### config.mk
export PLATFORM = sky130hd
export DESIGN_NAME = rf_wb_arbiter
export DESIGN_NICKNAME = d
export VERILOG_FILES = /design/src/rtl/rf_wb_arbiter.sv
export SDC_FILE = /design/constraint.sdc
export NUM_CORES = 1
export LEC_CHECK = 0
export BUFFER_PORTS_ARGS = -buffer_cell sky130_fd_sc_hd__buf_2
export CORE_MARGIN = 1.5
export CORE_UTILIZATION = 35
export CTS_CLUSTER_SIZE = 10
export DETAILED_ROUTE_END_ITERATION = 6
export GPL_TIMING_DRIVEN = 0
export PLACE_DENSITY = 0.65
export SYNTH_ARGS = -nofsm -noshare
export SYNTH_HDL_FRONTEND = slang
export SYNTH_SLANG_ARGS = --single-unit
### constraint.sdc
create_clock -name clk -period 2.95 [get_ports clk]
set_input_delay 0.59 -clock clk [delete_from_list [all_inputs] [get_ports clk]]
set_output_delay 0.59 -clock clk [all_outputs]
set_load 0.005 [all_outputs]
### src/rtl/rf_wb_arbiter.sv
// ============================================================================
// rf_wb_arbiter : round-robin write-back arbiter for the register-file port;
// define RF_WB_PERF_EN to add conflict_cnt.                      Rev 1.0
// ============================================================================
`default_nettype none

module rf_wb_arbiter #(
    parameter int NREQ = 4,
    parameter int DW   = 32,
    parameter int AW   = 5
) (
    input  logic                 clk,
    input  logic                 reset_l,
    input  logic [NREQ-1:0]      req_valid,
    input  logic [NREQ*AW-1:0]   req_dest,
    input  logic [NREQ*DW-1:0]   req_data,
    output logic [NREQ-1:0]      req_ready,
    input  logic                 rf_stall,
    output logic                 rf_we,
    output logic [AW-1:0]        rf_dest,
    output logic [DW-1:0]        rf_data,
`ifdef RF_WB_PERF_EN
    output logic [31:0]          conflict_cnt,
`endif
    output logic [31:0]          pend_mask
);

    localparam int            PW   = (NREQ > 1) ? $clog2(NREQ) : 1;
    localparam logic [PW-1:0] LAST = PW'(NREQ - 1);

    logic [PW-1:0]   rr_ptr_q, rr_ptr_d;
    logic            we_q, we_d;
    logic [AW-1:0]   dest_q, dest_d;
    logic [DW-1:0]   data_q, data_d;
    logic [NREQ-1:0] grant;
    logic [PW-1:0]   gidx;
    logic            xfer;

    // First valid requester at or after rr_ptr, wrapping modulo NREQ.
    always_comb begin
        int   idx;
        logic found;
        found = 1'b0;
        gidx  = '0;
        idx   = 0;
        for (int k = 0; k < NREQ; k++) begin
            idx = int'(rr_ptr_q) + k;
            if (idx >= NREQ) idx = idx - NREQ;
            if (!found && req_valid[idx]) begin
                found = 1'b1;
                gidx  = PW'(idx);
            end
        end
        xfer  = found && !rf_stall;
        grant = xfer ? (NREQ'(1) << gidx) : '0;
    end

    assign req_ready = reset_l ? grant : '0;

    always_comb begin
        rr_ptr_d = rr_ptr_q;
        we_d     = 1'b0;
        dest_d   = dest_q;
        data_d   = data_q;
        if (xfer) begin
            rr_ptr_d = (gidx == LAST) ? '0 : gidx + PW'(1);
            dest_d   = req_dest[gidx*AW +: AW];
            data_d   = req_data[gidx*DW +: DW];
            we_d     = (req_dest[gidx*AW +: AW] != '0);
        end
    end

    always_ff @(posedge clk or negedge reset_l) begin
        if (!reset_l) begin
            rr_ptr_q <= '0;
            we_q     <= 1'b0;
            dest_q   <= '0;
            data_q   <= '0;
        end else begin
            rr_ptr_q <= rr_ptr_d;
            we_q     <= we_d;
            dest_q   <= dest_d;
            data_q   <= data_d;
        end
    end

    assign rf_we   = we_q;
    assign rf_dest = dest_q;
    assign rf_data = data_q;

    // Register 0 is hardwired, so it never counts as a pending hazard.
    always_comb begin
        pend_mask = '0;
        for (int i = 0; i < NREQ; i++) begin
            if (req_valid[i]) pend_mask[req_dest[i*AW +: AW]] = 1'b1;
        end
        if (we_q) pend_mask[dest_q] = 1'b1;
        pend_mask[0] = 1'b0;
    end

`ifdef RF_WB_PERF_EN
    logic [31:0] cc_q;
    logic        multi;

    assign multi = ((req_valid & (req_valid - NREQ'(1))) != '0);

    always_ff @(posedge clk or negedge reset_l) begin
        if (!reset_l) begin
            cc_q <= '0;
        end else if (!rf_stall && multi && (cc_q != 32'hFFFF_FFFF)) begin
            cc_q <= cc_q + 32'd1;
        end
    end

    assign conflict_cnt = cc_q;
`endif

    generate
        for (genvar i = 0; i < NREQ; i++) begin : g_hold_chk
            a_valid_held : assert property (@(posedge clk) disable iff (!reset_l)
                (req_valid[i] && !req_ready[i]) |=> req_valid[i]);
        end
    endgenerate

endmodule

`default_nettype wire

# Yosys cells after proc, flatten, opt, wreduce, memory -nomap -nowiden
# Index checks and enable logic that the tools add are counted.
totals:
  out_inout_bits: 74
  in_bits: 155
  regBits: 40
op_classes:
  addsub: 8
  multipliers: 1
  reduce_logical: 14
  bitwise: 4
  n_eq_ne: 1
  magnitude_cmp: 18
  n_shift: 3
  n_mux: 43
op_table:
  columns: ["op", "n"]
  rows:
  - ["32-bit two-way mux", 9]
  - ["32-bit by 4-bit < comparator with 1-bit output, second input constant", 4]
  - ["32-bit OR", 4]
  - ["128-bit by 8-bit variable part select with 32-bit output", 1]
  - ["5-bit by 6-bit < comparator with 1-bit output, second input constant", 5]
  - ["1-bit demux with 5-bit select", 5]
  - ["5-bit by 1-bit greater-or-equal comparator with 1-bit output, second input constant", 5]
  - ["20-bit by 6-bit variable part select with 5-bit output", 1]
  - ["1-bit two-way mux", 18]
  - ["3-bit by 3-bit subtractor with 4-bit output, second input constant", 3]
  - ["2-bit two-way mux", 5]
  - ["3-bit greater-or-equal comparator, second input constant", 3]
  - ["1-bit logical AND", 9]
  - ["1-bit binary-select mux with 2-bit select", 4]
  - ["4-bit two-way mux", 2]
  - ["2-bit by 2-bit adder with 3-bit output, second input constant", 2]
  - ["2-bit by 3-bit multiplier with 5-bit output, second input constant", 1]
  - ["5-bit nonzero test", 1]
  - ["1-bit logical NOT", 4]
  - ["1-bit by 2-bit left shift with 4-bit output, first input constant", 1]
  - ["2-bit by 3-bit subtractor with 4-bit output, second input constant", 1]
  - ["2-bit by 1-bit adder with 3-bit output, second input constant", 1]
  - ["2-bit by 3-bit greater-or-equal comparator with 1-bit output, second input constant", 1]
  - ["2-bit by 1-bit adder with 2-bit output, second input constant", 1]
  - ["2-bit equality test, second input constant", 1]

# Logic depth before layout (Yosys ltp)
# Gate-level depths: netlist of run 1.
logic_depth:
  depth_word: 19
  ltp_mapped: 9
  ltp_nobuf: 7

# Least setup slack after synthesis of run 1
# OpenSTA, ideal clock, no wires.
synth_path:
  kind: "input port to output port"
  start: "in req_valid[1]"
  end: "out req_ready[2]"
  n_path_buf: 2
  arrival_time_ns: 1.715
  setup_slack_ns: 0.645
  stages: 7
  path_cell_list: "nand2b_2 -> o221ai_4 -> and2_4 -> buf_8 -> buf_6 -> ha_1 -> and3_1"
synth_between:
  elab_chain_len: 16
synth_rtl:
  columns: ["item", "line_no", "text"]
  rows:
  - ["from (decl)", "14", "input logic [NREQ-1:0] req_valid,"]
  - ["1-bit binary-select mux with 2-bit select", "49", "if (!found && req_valid[idx]) begin"]
  - ["1-bit two-way mux (not written as such) (2 in series)", "49", null]
  - ["1-bit two-way mux", "49", null]
  - ["1-bit logical NOT", "49", null]
  - ["1-bit logical AND", "49", null]
  - ["1-bit two-way mux", "49", null]
  - ["1-bit logical NOT", "49", null]
  - ["1-bit logical AND", "49", null]
  - ["1-bit two-way mux", "49", null]
  - ["1-bit logical NOT", "49", null]
  - ["1-bit logical AND", "49", null]
  - ["2-bit two-way mux / 1-bit two-way mux (equally long branches)", "49", null]
  - ["1-bit by 2-bit left shift with 4-bit output / 1-bit logical AND (equally long branches)", "55, 54", null]
  - ["4-bit two-way mux *", "55", "grant = xfer ? (NREQ'(1) << gidx) : '0;"]
  - ["4-bit two-way mux *", "58", "assign req_ready = reset_l ? grant : '0;"]
  - ["to (decl)", "17", "output logic [NREQ-1:0] req_ready,"]
# Every way passes the cells marked *; elsewhere a longest branch is shown, timed or not. The select of a mux whose other input is x is not followed.

# Worst setup path after layout of run 1
# Same ends and word-level chain as after synthesis.

==> results.json, run 1 <==
{
  "setup_viol": 0,
  "ctsHoldBuffers": 0,
  "cp_max_fo": 11,
  "hold_viol": 0,
  "cts_buffer_depth": 2,
  "place_ws_ns": 0.2287,
  "grt_pass1_wl_um": 25380,
  "worstMarginPinSlew_ns": 0.9634,
  "syn-num-nets": 672,
  "p_seq_share_pct": 25.9,
  "p_per_area_mw_per_mm2": 591.8,
  "gp_congestion": 0.9004,
  "grt.busiest_layer": "met2",
  "end_kind": "primary output",
  "ys_ff_latch": 40,
  "max-slew-margin-rel_pct": 35.77,
  "antenna_found_initial": 0,
  "rsz0062_at_grt": "false",
  "worstPathArrival_ns": 2.14,
  "reg2reg_setup_slack_ns": 0.79,
  "worstPathRequired_ns": 2.36,
  "core_mm2": 0.01161,
  "fin_skew_ns": 0.002660,
  "power_switching_uw": 1322,
  "insertion_delay_ns": 0.28,
  "startpoint_type": "input pin",
  "p_leak_uw": 0.002725,
  "status": "finished, final reports clean",
  "grt_use_total_pct": 24.97,
  "setup_slack_ns": 0.2211,
  "drtAntennaViolNets": 0,
  "drc": 0,
  "grt_use_met3_pct": 3.856,
  "grt_use_met1_pct": 29.62,
  "io_buffers": 210,
  "fmax_mhz": 366.5,
  "first_pass_iters": 5,
  "cts_tree": "done",
  "crit_family": "buffers and inverters",
  "syn2layout_area_growth_pct": 32.54,
  "yosys_warnings": 0,
  "antenna_cells": 0,
  "met2_usage_pct": 46.14,
  "cts_setup_buffers": 0,
  "grt_pass1_vias": 4945,
  "grt_overflow": 0,
  "row_count": 39,
  "crit_path_top_delay_cell": "nand2b_2",
  "intPower_uw": 1995,
  "ctsHtreeMaxLevel": 2,
  "numClockSinks": 40,
  "cts_resized": 0,
  "min_path_type": "input pin to asynchronous set/reset pin",
  "worstSetupPathType": "input pin to primary output",
  "min_period_ns": 2.729,
  "start_util_pct": 36.41,
  "ys.flop_type": "dfrtp_1",
  "cap_violations": 0,
  "die_y_um": 112.9,
  "synth_edf_count": 0,
  "grt_max_degree": 45,
  "ir_drop_mv": 0.3498,
  "fp.dieArea_mm2": 0.01275,
  "critical_path_buf_inv_count": 4,
  "numCtsBuffers": 5,
  "via_per_inst": 5.642,
  "switching_share_pct": 39.85,
  "num_vias": 4931,
  "power_frac_clock_pct": 16.4,
  "avgSynthCellArea_um2": 8.244,
  "initialDrtViolationCount": 401,
  "setup_tns_ns": 0,
  "ios": 229,
  "synthArstFlopShare_pct": 100.0,
  "drive_gt1_share_pct": 38.58,
  "cts-root-buf": "clkbuf_16",
  "wl_per_cell_um": 18.57,
  "maxSlewViolCount": 0,
  "reg2reg_from": "rr_ptr_q[0]",
  "nFillCells": 1195,
  "postSynthCellCount": 513,
  "ff2ff_path_depth": 7,
  "period_share_pct": 92.50,
  "clk_pin_slew_worst_paths_ns": 0.05,
  "syn_area_mm2": 0.004229,
  "synth_cell_types": 43,
  "finalWirelength_um": 16230,
  "yosysSeqAreaShare_pct": 23.67,
  "crit_chain": "buf_2, nand2b_2, o221ai_4, and2_4, buf_8, buf_6, ha_1, and3_1, buf_2",
  "finish.net_count": 889,
  "combPwrFrac_pct": 57.7,
  "die_x_um": 112.9,
  "r2r_end": "rf_data[14]",
  "cp_common_cell": "buf_2",
  "max_stage_delay_ns": 0.22,
  "dp_hpwl_um": 13300
}
[flip-flops by register name, indices dropped and copies added (netlist names)]
register  cells
rf_dest       5
rf_we         1
rr_ptr_q      2
rf_data      32
[area by class of cell]
| type | count | area, µm² | share of cell area (%) |
|---|---|---|---|
| clock buffers | 8 | 146.4 | 2.612 |
| well taps | 143 | 178.9 | 3.192 |
| multi-input cells | 424 | 2955 | 52.72 |
| repair buffers | 210 | 1051 | 18.75 |
| inverters | 8 | 30.03 | 0.5357 |
| flip-flops and latches | 40 | 1001 | 17.86 |
| plain buffers | 41 | 242.7 | 4.330 |
[cell usage after synthesis (all sizes together), types with 3 or more instances]
master  count  area, µm²
mux2       35      394.1
nor3b      19      142.6
ha          4      50.05
nand3      27      135.1
and3       14      87.58
or3         3      18.77
nand3b     19      142.6
o22ai      17      106.4
clkbuf     21      78.83
buf        20      163.9
a211oi      5      42.54
nor2       40      150.1
nor3        8      40.04
or2         4      25.02
nand2      61      229.0
mux2i      70      700.7
o21ai      36      180.2
inv         8      30.03
a22oi      29      217.7
dfrtp      40       1001
o221ai     17      166.4
[worst max-delay path by stage]
stage                 start           end  slack [ns]  cells after the start
2_1_floorplan  req_valid[1]  req_ready[2]        0.65                      7
3_3_place_gp   req_valid[1]  req_ready[2]        0.28                      9
3_5_place_dp   req_valid[1]  req_ready[2]        0.23                      9
4_1_cts        req_valid[1]  req_ready[2]        0.23                      9
5_1_grt        req_valid[1]  req_ready[2]        0.12                      9
6_report       req_valid[1]  req_ready[2]        0.22                      9
[placed cells by master, fill, tap and decap left out, types with 8 or more instances in the layout]
| cell type | synthesis | routed |
|---|---|---|
| nand3_1 | 27 | 27 |
| nor2_1 | 40 | 40 |
| dfrtp_1 | 40 | 40 |
| o221ai_1 | 16 | 16 |
| nor3_1 | 8 | 8 |
| mux2_2 | 35 | 35 |
| clkbuf_1 | 21 | 23 |
| nand2_1 | 61 | 61 |
| and3_1 | 14 | 14 |
| buf_2 | 10 | 220 |
| mux2i_1 | 70 | 70 |
| nand3b_1 | 19 | 19 |
| o21ai_1 | 35 | 35 |
| o22ai_1 | 17 | 17 |
| nor3b_1 | 19 | 19 |
| a22oi_1 | 29 | 29 |
[metrics by stage]
stage               utilization [%]  power [µW]  std cells  hold WS [ns]  instance area, µm²
finish                        48.27        3317        874        0.4558                5605
global route                  48.27        3546        874        0.5063                5605
CTS                           48.27        3346        874        0.4828                5605
detailed placement            47.01        2790        866        0.4699                5459
global placement              47.01        2741        866        0.4656                5459
floorplan                         -        2120        513        0.2944                4229
[cells by family after synthesis]
kind of cell / count (synthesis) / synth area share, %
other cells: 1 / 0.08867
fa+ha+maj: 4 / 1.183
simple gates: 201 / 24.08
flops: 40 / 23.67
buf+inv: 49 / 6.450
mux: 105 / 25.89
compound gates: 113 / 18.64
[power groups by stage]
stage | Combinational, µW | Clock [µW] | Sequential, µW
final | 1910 | 544 | 860
after CTS | 1920 | 559 | 863
after global routing | 2080 | 583 | 885
after floorplan | 1260 | 0 | 864
after global placement | 1880 | 0 | 861
after detailed placement | 1920 | 0 | 871
[metal layers]
metal | wire [µm] | up-vias
li1 | - | 2339
met1 | 6218 | 2274
met2 | 8350 | 289
met3 | 1339 | 29
met4 | 320 | 0
met5 | 0 | -
(Power assumes the default switching activity.)
==> inputs of run 2 (changes only) <==
--- a/config.mk
+++ b/config.mk
@@ -5,13 +5,15 @@
 export SDC_FILE = /design/constraint.sdc
 export NUM_CORES = 1
 export LEC_CHECK = 0
+export ABC_AREA = 1
 export BUFFER_PORTS_ARGS = -buffer_cell sky130_fd_sc_hd__buf_2
 export CORE_MARGIN = 1.5
 export CORE_UTILIZATION = 35
 export CTS_CLUSTER_SIZE = 10
 export DETAILED_ROUTE_END_ITERATION = 6
 export GPL_TIMING_DRIVEN = 0
-export PLACE_DENSITY = 0.65
+export MAX_ROUTING_LAYER = met4
+export PLACE_DENSITY = 0.66
 export SYNTH_ARGS = -nofsm -noshare
 export SYNTH_HDL_FRONTEND = slang
 export SYNTH_SLANG_ARGS = --single-unit
==> results.json, run 2 <==
{
  "cap_violations": 0,
  "ys_ff_latch": 40,
  "syn2layout_area_growth_pct": 38.36,
  "synth_common_cells": "117 x nor2_1, 67 x nand2_1, 47 x inv_1",
  "syn_area_mm2": 0.004086,
  "period_share_pct": 95.32,
  "num_vias": 5585,
  "drc": 0,
  "grt_use_total_pct": 29.52,
  "finish.net_count": 1024,
  "ctsHoldBuffers": 0,
  "row_count": 39,
  "clk_pin_slew_worst_paths_ns": 0.06,
  "endpoint": "pend_mask[11]",
  "worstPathArrival_ns": 2.22,
  "cp_max_fo": 8,
  "antenna_cells": 0,
  "r2r_end": "rf_data[30]",
  "synth_top_area_share_pct": 24.49,
  "status": "finished, final reports clean",
  "drive_gt1_share_pct": 32.33,
  "dp_hpwl_um": 14250,
  "ir_drop_mv": 0.6261,
  "ios": 229,
  "fp.dieArea_mm2": 0.01233,
  "die_x_um": 111.1,
  "first_pass_iters": 5,
  "fmax_mhz": 355.6,
  "numClockSinks": 40,
  "grt_max_degree": 42,
  "wl_per_cell_um": 18.26,
  "yosys_warnings": 0,
  "yosysSeqAreaShare_pct": 24.49,
  "synth_edf_count": 0,
  "insertion_delay_ns": 0.29,
  "ctsHtreeMaxLevel": 2,
  "largest_reg_flops": 32,
  "p_per_area_mw_per_mm2": 1241,
  "finalWirelength_um": 18420,
  "initialDrtViolationCount": 503,
  "hold_viol": 0,
  "gp_congestion": 0.9856,
  "cts_buffer_depth": 2,
  "worstSetupPathType": "input pin to primary output",
  "place_inst": 999,
  "min_period_ns": 2.812,
  "maxSlewViolCount": 0,
  "startpoint_type": "input pin",
  "start_util_pct": 35.79,
  "cts_tree": "done",
  "synth_cell_types": 33,
  "final_cell_mix": "232 x buf_2, 116 x nor2_1, 66 x nand2_1, 45 x nand3_1, 44 x inv_1",
  "io_buffers": 227,
  "synth_area_leader_cell": "dfrtp_1",
  "nFillCells": 1201,
  "fin_skew_ns": 0.007230,
  "crit_family": "simple AND/OR/NAND/NOR gates",
  "via_per_inst": 5.535,
  "postSynthCellCount": 629,
  "path_depth": 6,
  "numCtsBuffers": 5,
  "worstMarginPinSlew_ns": 1.195,
  "setup_viol": 0,
  "rsz0062_at_grt": "false",
  "grt_pass1_vias": 5330,
  "max-slew-margin-rel_pct": 19.74,
  "min_path_type": "input pin to asynchronous set/reset pin",
  "setup_tns_ns": 0,
  "worstPathRequired_ns": 2.36,
  "yosys-top-cells-area": "dfrtp_1 24%, nor2_1 11%, o211ai_1 7.0%",
  "max_stage_delay_ns": 0.93,
  "drtAntennaViolNets": 0,
  "die_y_um": 111.1,
  "end_kind": "primary output",
  "p_leak_uw": 0.002626,
  "ff2ff_path_depth": 12,
  "reg2reg_setup_slack_ns": 0.60,
  "ys.flop_type": "dfrtp_1",
  "cp_common_cell": "buf_2",
  "critical_path_buf_inv_count": 3,
  "crit_chain": "buf_2, inv_1, nor3_1, a21oi_1, o221ai_1, buf_2",
  "layout_commonest_cell": "buf_2",
  "avgSynthCellArea_um2": 6.497,
  "cts-root-buf": "clkbuf_16",
  "yosysMostFrequentCell": "nor2_1",
  "crit_path_top_delay_cell": "nor3_1",
  "fin_util_pct": 49.52,
  "grt_overflow": 0,
  "grt_pass1_wl_um": 28550,
  "final_cell_count_no_fill": 1009,
  "synthArstFlopShare_pct": 100.0,
  "antenna_found_initial": 0,
  "hold_ws_ns": 0.4454,
  "reg2reg_from": "rr_ptr_q[0]",
  "syn-num-nets": 788,
  "core_mm2": 0.01142,
  "cp-startpoint": "req_dest[16]"
}
-- run 2: cell types whose count changed after synthesis, moves of 26 or more --
cell	delta
nor2_1	+77
mux2i_1	-70
inv_1	+41
o211ai_1	+38
mux2_2	-35
a31oi_1	+32
a21oi_1	+27
a22oi_1	-26
-- run 2: power breakdown --
group | switching, µW | internal [µW]
clock network | 226 | 398
registers | 225 | 855
logic | 3260 | 2050
-- run 2: how the worst min path moves through the flow --
stage                             end  depth (start not counted)  slack [ns]        from
final                     rf_data[19]                          1        0.45     reset_l
after global routing      rf_data[19]                          1        0.53     reset_l
after CTS                 rf_data[19]                          1        0.49     reset_l
after detailed placement   rf_data[0]                          2        0.53  rf_data[0]
after global placement     rf_data[1]                          2        0.52  rf_data[1]
after floorplan            rf_data[0]                          0        0.29     reset_l
-- run 2: final cells by class --
cell class / instances / area, µm² / area share, %
repair buffers: 232 / 1191 / 21.07
clock buffers: 6 / 128.9 / 2.279
multi-input cells: 506 / 2721 / 48.13
plain buffers: 29 / 192.7 / 3.408
inverters: 51 / 203.9 / 3.607
clock inverters: 2 / 35.03 / 0.6196
flip-flops and latches: 40 / 1002 / 17.73
well taps: 143 / 178.9 / 3.164
-- run 2: cells by family (layout without fill, tap and decap cells) --
kind of cell	count (synthesis)	after routing	share of synthesized area, %
AO/OA/AOI/OAI	194	194	30.56
adder cells (fa/ha/maj)	4	4	1.225
buffers and inverters	83	320	9.461
flip-flops	40	40	24.49
other	1	1	0.09177
AND/OR/NAND/NOR	307	307	34.17
-- run 2: stage by stage --
| stage | area (µm²) | power (µW) | setup WS [ns] |
|---|---|---|---|
| final | 5654 | 7014 | 0.1380 |
| after CTS | 5565 | 6730 | 0.0002818 |
| after global placement | 5401 | 6074 | -0.08676 |
| after global routing | 5654 | 7688 | 0.004390 |
| after floorplan | 4086 | 4508 | 0.4553 |
| after detailed placement | 5401 | 6104 | -0.1018 |
-- run 2: what timing repair did --
action,in CTS,in global routing
endpoints found under the setup margin,4,4
cloned,0,1
resized for setup,3,19
pin swaps,0,2
setup buffers,0,4
-- run 2: worst reg2reg max path, stage by stage (launching register included) --
cell and delay [ns]:
dfrtp_1 0.42, buf_6 0.16, nand2_1 0.09, nand3_1 0.09, nand2_1 0.12, inv_1 0.09, nand3_2 0.10, nand3_1 0.12
nand2_4 0.12, buf_4 0.16, clkbuf_1 0.43, o211ai_1 0.20, a31oi_1 0.16
-- run 2: metal layers --
metal  GRT usage, %  wire length, µm  vias up
met5              -                0        -
met4          8.692              354        0
met3          3.499             1660       32
met2          48.97             8712      322
met1          38.03             7696     2506
li1               -                -     2725
